--- src/rtl/spi_slave.sv ---
// -----------------------------------------------------------------------------
// spi_slave
//
// SPI mode-0 slave front end for the host loader link. The SPI pins are
// oversampled in the clk_i domain. Host bytes come out as one-cycle strobes
// tagged with the DC level. A returned byte is shifted out on MISO, MSB first.
//
// Parameters
//   SYNC_STAGES     synchronizer depth on each SPI pin (legal 2..4)
//
// Ports
//   clk_i           system clock, all logic on the rising edge
//   rst_i           synchronous active-high reset
//   spi_sclk_i      SPI clock from host (asynchronous)
//   spi_mosi_i      host-to-slave data (asynchronous)
//   spi_cs_n_i      chip select, active-low (asynchronous)
//   spi_dc_i        data/command line, 0 = command, 1 = data (asynchronous)
//   spi_miso_o      slave-to-host data, driven 0 while deselected
//   spi_byte_vld_o  one-cycle strobe: spi_byte_data_o/dc_o hold a new byte
//   spi_byte_data_o received byte, MSB first on the wire
//   dc_o            DC level sampled on the byte's last SCLK rising edge
//   spi_byte_rdy_i  one-cycle pulse: spi_byte_data_i is the next byte to send
//   spi_byte_data_i transmit byte
// -----------------------------------------------------------------------------
module spi_slave #(
  parameter int SYNC_STAGES = 2
) (
  input  logic       clk_i,
  input  logic       rst_i,
  input  logic       spi_sclk_i,
  input  logic       spi_mosi_i,
  input  logic       spi_cs_n_i,
  input  logic       spi_dc_i,
  output logic       spi_miso_o,
  output logic       spi_byte_vld_o,
  output logic [7:0] spi_byte_data_o,
  output logic       dc_o,
  input  logic       spi_byte_rdy_i,
  input  logic [7:0] spi_byte_data_i
);

  // ---------------------------------------------------------------------------
  // Pin synchronizers. Bit 0 is the first stage; bit SYNC_STAGES-1 is the
  // synchronized value used by the rest of the block.
  // ---------------------------------------------------------------------------
  logic [SYNC_STAGES-1:0] sclk_sync;
  logic [SYNC_STAGES-1:0] mosi_sync;
  logic [SYNC_STAGES-1:0] cs_n_sync;
  logic [SYNC_STAGES-1:0] dc_sync;
  logic                   sclk_prev;
  logic                   cs_n_prev;

  logic sclk_cur;
  logic mosi_cur;
  logic cs_n_cur;
  logic dc_cur;
  logic sclk_rise;
  logic sclk_fall;
  logic cs_fall;

  // NOTE: every clocked block uses non-blocking assignments so all flops
  // update from the same pre-edge values and the synchronizer chain shifts
  // by exactly one stage per clock.
  always_ff @(posedge clk_i) begin
    if (rst_i) begin
      sclk_sync <= '0;
      mosi_sync <= '0;
      cs_n_sync <= '1;
      dc_sync   <= '0;
      sclk_prev <= 1'b0;
      cs_n_prev <= 1'b1;
    end else begin
      sclk_sync <= {sclk_sync[SYNC_STAGES-2:0], spi_sclk_i};
      mosi_sync <= {mosi_sync[SYNC_STAGES-2:0], spi_mosi_i};
      cs_n_sync <= {cs_n_sync[SYNC_STAGES-2:0], spi_cs_n_i};
      dc_sync   <= {dc_sync[SYNC_STAGES-2:0], spi_dc_i};
      sclk_prev <= sclk_cur;
      cs_n_prev <= cs_n_cur;
    end
  end

  assign sclk_cur  = sclk_sync[SYNC_STAGES-1];
  assign mosi_cur  = mosi_sync[SYNC_STAGES-1];
  assign cs_n_cur  = cs_n_sync[SYNC_STAGES-1];
  assign dc_cur    = dc_sync[SYNC_STAGES-1];
  assign sclk_rise = sclk_cur & ~sclk_prev;
  assign sclk_fall = ~sclk_cur & sclk_prev;
  assign cs_fall   = ~cs_n_cur & cs_n_prev;

  // ---------------------------------------------------------------------------
  // Receive. The byte register and DC are captured on the 8th rising edge;
  // the strobe follows one cycle later. Data is therefore already stable when
  // the strobe is seen and holds until the next byte completes.
  // ---------------------------------------------------------------------------
  logic [2:0] bit_cnt;
  logic [7:0] rx_sh;
  logic       byte_done;

  always_ff @(posedge clk_i) begin
    if (rst_i) begin
      bit_cnt         <= 3'd0;
      rx_sh           <= 8'h00;
      byte_done       <= 1'b0;
      spi_byte_vld_o  <= 1'b0;
      spi_byte_data_o <= 8'h00;
      dc_o            <= 1'b0;
    end else begin
      spi_byte_vld_o <= byte_done;
      byte_done      <= 1'b0;
      if (cs_n_cur) begin
        // Deselected: drop any partial byte and ignore SCLK.
        bit_cnt <= 3'd0;
        rx_sh   <= 8'h00;
      end else if (sclk_rise) begin
        rx_sh   <= {rx_sh[6:0], mosi_cur};
        bit_cnt <= bit_cnt + 3'd1;
        if (bit_cnt == 3'd7) begin
          byte_done       <= 1'b1;
          spi_byte_data_o <= {rx_sh[6:0], mosi_cur};
          dc_o            <= dc_cur;
        end
      end
    end
  end

  // ---------------------------------------------------------------------------
  // Transmit. tx_sh reloads at select and at each byte boundary (the SCLK
  // fall after the 8th rise, where bit_cnt has wrapped to 0). A ready pulse
  // on the same cycle as a reload wins over the older tx_buf contents.
  // ---------------------------------------------------------------------------
  logic [7:0] tx_buf;
  logic [7:0] tx_sh;
  logic [7:0] tx_load_val;
  logic       tx_load;
  logic       tx_shift;

  assign tx_load_val = spi_byte_rdy_i ? spi_byte_data_i : tx_buf;
  assign tx_load     = cs_fall | (sclk_fall & ~cs_n_cur & (bit_cnt == 3'd0));
  assign tx_shift    = sclk_fall & ~cs_n_cur;

  always_ff @(posedge clk_i) begin
    if (rst_i) begin
      tx_buf     <= 8'h00;
      tx_sh      <= 8'h00;
      spi_miso_o <= 1'b0;
    end else begin
      if (spi_byte_rdy_i) begin
        tx_buf <= spi_byte_data_i;
      end
      if (tx_load) begin
        tx_sh <= tx_load_val;
      end else if (tx_shift) begin
        tx_sh <= {tx_sh[6:0], 1'b0};
      end
      // Registered so MISO changes SYNC_STAGES + 2 cycles after the pin fall.
      spi_miso_o <= ~cs_n_cur & tx_sh[7];
    end
  end

endmodule

--- config.mk ---
export PLATFORM = sky130hd
export DESIGN_NAME = spi_slave
export DESIGN_NICKNAME = d
export VERILOG_FILES = /design/src/rtl/spi_slave.sv
export SDC_FILE = /design/constraint.sdc
export NUM_CORES = 1
export LEC_CHECK = 0
export ABC_AREA = 0
export CAP_MARGIN = 15
export CORE_UTILIZATION = 55
export CTS_BUF_LIST = sky130_fd_sc_hd__clkbuf_16
export DETAILED_ROUTE_END_ITERATION = 7
export GPL_TIMING_DRIVEN = 1
export PLACE_DENSITY = 0.85
export SLEW_MARGIN = 15
export SYNTH_ARGS = -nofsm -noshare
export SYNTH_HDL_FRONTEND = slang
export SYNTH_SLANG_ARGS = --single-unit
export TNS_END_PERCENT = 1
--- constraint.sdc ---
create_clock -name clk_i -period 2.1 [get_ports clk_i]
set_input_delay 0.21 -clock clk_i [delete_from_list [all_inputs] [get_ports clk_i]]
set_output_delay 0.21 -clock clk_i [all_outputs]
set_load 0.005 [all_outputs]
==> results.py <==
metrics = {
    "die": {
        "die_width_um": 58.1,
        "floorplan.initialDensity_pct": 57.2,
        "core.rowCount": 20,
        "floorplan.die_area_mm2": 0.00338,
        "floorplan.io_pins": 26,
        "coreArea_mm2": 0.00303,
        "die_h_um": 58.1,
    },
    "detailed_routing": {
        "route.detailed.drc": 0,
        "detailroute.via_count": 1261,
        "vias_per_cell": 5.11,
        "route.detailed.wl_per_inst_um": 13.0,
        "drt_wl_total_mm": 3.21,
        "detail-route-antenna-nets": 0,
        "first_iter_violations": 27,
        "drt_pass1_iterations": 4,
    },
    "synth": {
        "ys_warns": 0,
        "number_of_instances_in_the_synthesized_netlist": 176,
        "avgSynthCellArea_um2": 9.85,
        "synth.top_cells.by_area": "sky130_fd_sc_hd__dfxtp_1, sky130_fd_sc_hd__nand2_1, sky130_fd_sc_hd__a21oi_1",
        "synth_fp_nets": 194,
        "synthDistinctLibCells": 26,
        "top_cell_type_by_total_area_after_synthesis": "sky130_fd_sc_hd__dfxtp_1",
        "synth_seq_area_share_pct": 55.5,
        "synth.ff_latch_count": 48,
        "mapped_cell_area_mm2": 0.00173,
        "synth.top_cell.area_share_pct": 55.5,
    },
    "global_route": {
        "global_route_wire_length_before_repair_mm": 5.35,
        "grt_antenna_before_repair": 0,
        "grt_pass1_vias": 1264,
        "sum_of_overflow_across_all_layers_after_global_routing": 0,
        "grt_use_total_pct": 21.3,
        "largest_net_degree_at_the_start_of_global_routing": 20,
    },
    "timing": {
        "unrepaired_setup_endpoints_after_global_routing": "false",
        "finalHoldViolations": 0,
        "worst_pin_slew_ns": 0.519,
        "fin_skew_ns": 0.00556,
        "slew_headroom_pct": 65.2,
        "setup_violations": 0,
        "setup_total_negative_slack_ns": 0,
        "setup_ws_ns": 0.577,
        "timing.final.crit_share_pct": 72.5,
        "final_max_slew_viol_count": 0,
        "period_needed_ns": 1.52,
        "fmaxAchievable_mhz": 657,
    },
    "worst_setup_path": {
        "crit_path_end_kind": "flip-flop",
        "critical_path.max_stage_delay_ns": 0.35,
        "critical_path.startpoint_type": "flip-flop",
        "critPathMaxFanout": 6,
        "timing.critical_path.required_ns": 2.25,
        "r2r_setup_slack_ns": 0.58,
        "cells_traversed_along_the_worst_timing_path": "inv_1 > ha_1 > nor2b_2 > nor2_4 > mux2i_1 > o2bb2ai_1",
        "critPathKind": "reg -> reg",
        "timing.critical_path.arrival_ns": 1.67,
        "cp_slowest_cell": "sky130_fd_sc_hd__dfxtp_1",
    },
    "place": {
        "placedCellCount": 240,
        "detailedPlace.worstSlack_ns": 0.349,
        "placement.io_buffers": 25,
        "gp_congestion": 0.725,
        "dp.final_hpwl_mm": 2.25,
    },
    "clock_network": {
        "h-tree-depth": 2,
        "cts_post_setup_buffers_inserted": 0,
        "path_clk_slew_ns": 0.06,
        "tritoncts_clock_tree": "built",
        "clock_tree.buffer_depth": 2,
        "number_of_gates_resized_after_cts": 0,
        "clock_sink_count": 48,
        "later_pin_clock_latency_in_the_skew_report_ns": 0.28,
        "cts-root-buf": "sky130_fd_sc_hd__clkbuf_16",
        "cts_inserted_buffers": 5,
        "postCtsHoldBufs": 0,
    },
    "power": {
        "worst_ir_drop_vdd_mv": 0.699,
        "power.static_leakage_nw": 0.783,
        "finalPower_mw": 1.77,
        "power_per_cell_area_mw_per_mm2": 820,
    },
    "cells_and_area": {
        "design.final.nets": 221,
        "diodes": 0,
        "fillerInstances": 236,
        "area_growth_pct": 24.5,
        "fin_cells": 247,
        "drive_gt1_share_pct": 6.90,
    },
    "status": {
        "run_status": "finished, final reports clean",
    },
    "run": {
        "timing.max_cap.violations": 0,
    },
    "worst_hold_path": {
        "min_path_type": "reg -> reg",
    },
}
-- final timing paths --
kind / from / end / depth (start not counted)
hold / removal: cs_n_sync[0] / cs_n_sync[1] / 1
hold reg to reg: cs_n_sync[0] / cs_n_sync[1] / 1
setup reg to reg: bit_cnt[0] / tx_sh[4] / 6
setup / recovery: bit_cnt[0] / tx_sh[4] / 6
-- layout by cell type, fill, tap and decap left out --
master / synthesis / layout
sky130_fd_sc_hd__dfxtp_1: 48 / 48
sky130_fd_sc_hd__nand2_1: 38 / 38
sky130_fd_sc_hd__clkdlybuf4s50_1: 0 / 25
sky130_fd_sc_hd__a21oi_1: 20 / 20
sky130_fd_sc_hd__nor2b_1: 15 / 15
sky130_fd_sc_hd__mux2i_1: 8 / 8
sky130_fd_sc_hd__o2bb2ai_1: 7 / 7
sky130_fd_sc_hd__mux2_1: 6 / 6
sky130_fd_sc_hd__nor2_1: 5 / 5
sky130_fd_sc_hd__clkbuf_16: 0 / 5
sky130_fd_sc_hd__inv_1: 2 / 3
sky130_fd_sc_hd__ha_1: 3 / 3
sky130_fd_sc_hd__buf_4: 0 / 3
sky130_fd_sc_hd__nor2b_2: 2 / 2
sky130_fd_sc_hd__or2_1: 2 / 2
sky130_fd_sc_hd__o21ba_1: 1 / 1
sky130_fd_sc_hd__o21ai_1: 1 / 1
sky130_fd_sc_hd__nor2_4: 1 / 1
sky130_fd_sc_hd__nor4_1: 1 / 1
sky130_fd_sc_hd__a21o_1: 1 / 1
sky130_fd_sc_hd__nand2b_1: 1 / 1
sky130_fd_sc_hd__nor3b_4: 1 / 1
sky130_fd_sc_hd__nand3b_1: 1 / 1
sky130_fd_sc_hd__inv_2: 1 / 1
sky130_fd_sc_hd__and2_1: 1 / 1
sky130_fd_sc_hd__o21ai_0: 1 / 1
sky130_fd_sc_hd__o31ai_1: 1 / 1
sky130_fd_sc_hd__clkinv_2: 0 / 1
-- area by class of cell --
class,count,area [um2],share of cell area [%]
inverters,3,11.3,0.522
clock buffers,5,125,5.80
flip-flops and latches,48,961,44.5
well taps,44,55.1,2.55
multi-input cells,117,723,33.5
repair buffers,28,273,12.6
clock inverters,2,8.76,0.406
-- synth_stat cells --
cell type and count:
sky130_fd_sc_hd__nand3b_1 1, sky130_fd_sc_hd__o21ai_0 1, sky130_fd_sc_hd__nor3b_4 1, sky130_fd_sc_hd__nor4_1 1
sky130_fd_sc_hd__dfxtp_1 48, sky130_fd_sc_hd__inv_2 1, sky130_fd_sc_hd__or2_1 2, sky130_fd_sc_hd__and2_1 1
sky130_fd_sc_hd__nor2b_1 15, sky130_fd_sc_hd__a21o_1 1, sky130_fd_sc_hd__buf_2 6, sky130_fd_sc_hd__a21oi_1 20
sky130_fd_sc_hd__ha_1 3, sky130_fd_sc_hd__nand2_1 38, sky130_fd_sc_hd__nand2b_1 1, sky130_fd_sc_hd__nor2_4 1
sky130_fd_sc_hd__clkbuf_1 2, sky130_fd_sc_hd__nor2_1 5, sky130_fd_sc_hd__inv_1 2, sky130_fd_sc_hd__mux2i_1 8
sky130_fd_sc_hd__o2bb2ai_1 7, sky130_fd_sc_hd__mux2_1 6, sky130_fd_sc_hd__nor2b_2 2, sky130_fd_sc_hd__o21ai_1 1
sky130_fd_sc_hd__o31ai_1 1, sky130_fd_sc_hd__o21ba_1 1
-- registers in the layout (all words and copies together) (netlist names) --
signal / count
cs_n_prev: 1
rx_sh: 7
mosi_sync: 2
spi_miso_o: 1
byte_done: 1
tx_sh: 8
tx_buf: 8
spi_byte_vld_o: 1
spi_byte_data_o: 8
sclk_prev: 1
cs_n_sync: 2
dc_o: 1
bit_cnt: 3
dc_sync: 2
sclk_sync: 2
-- cells by family after synthesis --
logic type                 count (synthesis)  share of synthesized area (%)
adders and majority gates                  3                           2.17
DFF                                       48                           55.5
buffers and inverters                     11                           2.82
muxes                                     14                           8.52
and+or+nand+nor                           68                           19.7
AOI/OAI and AO/OA                         32                           11.3
-- worst max-delay path, delay by kind of cell (launching register included) --
| family | cells | cell delay (ns) |
|---|---|---|
| AO/OA/AOI/OAI | 1 | 0.10 |
| buffers and inverters | 1 | 0.07 |
| adder cells (fa/ha/maj) | 1 | 0.19 |
| AND/OR/NAND/NOR | 2 | 0.40 |
| multiplexers | 1 | 0.29 |
| flip-flops | 1 | 0.35 |
-- report_power, final --
| group | switching, mW | internal (mW) | leakage, nW | total (mW) |
|---|---|---|---|---|
| logic | 0.0442 | 0.0517 | 0.322 | 0.0959 |
| clock network | 0.303 | 0.427 | 0.0709 | 0.730 |
| registers | 0.00969 | 0.932 | 0.391 | 0.942 |
| total | 0.356 | 1.41 | 0.783 | 1.77 |
-- routing by layer --
| metal | up-vias | part of all wire, % | track usage [%] |
|---|---|---|---|
| met3 | 6 | 5.9 | 8.04 |
| met4 | 0 | 1.7 | 7.82 |
| met1 | 579 | 43 | 24.3 |
| li1 | 635 | - | - |
| met5 | - | 0 | 0 |
| met2 | 41 | 50 | 36.1 |
-- through the flow --
| stage | cell area [um2] | hold slack [ns] | util [%] |
|---|---|---|---|
| floorplan | 1730 | 0.307 | - |
| global placement | 2020 | 0.386 | 66.8 |
| detailed placement | 2020 | 0.399 | 66.8 |
| CTS | 2160 | 0.414 | 71.2 |
| global route | 2160 | 0.445 | 71.2 |
| finish | 2160 | 0.408 | 71.2 |
No activity file was read; power rests on OpenSTA's default activity.
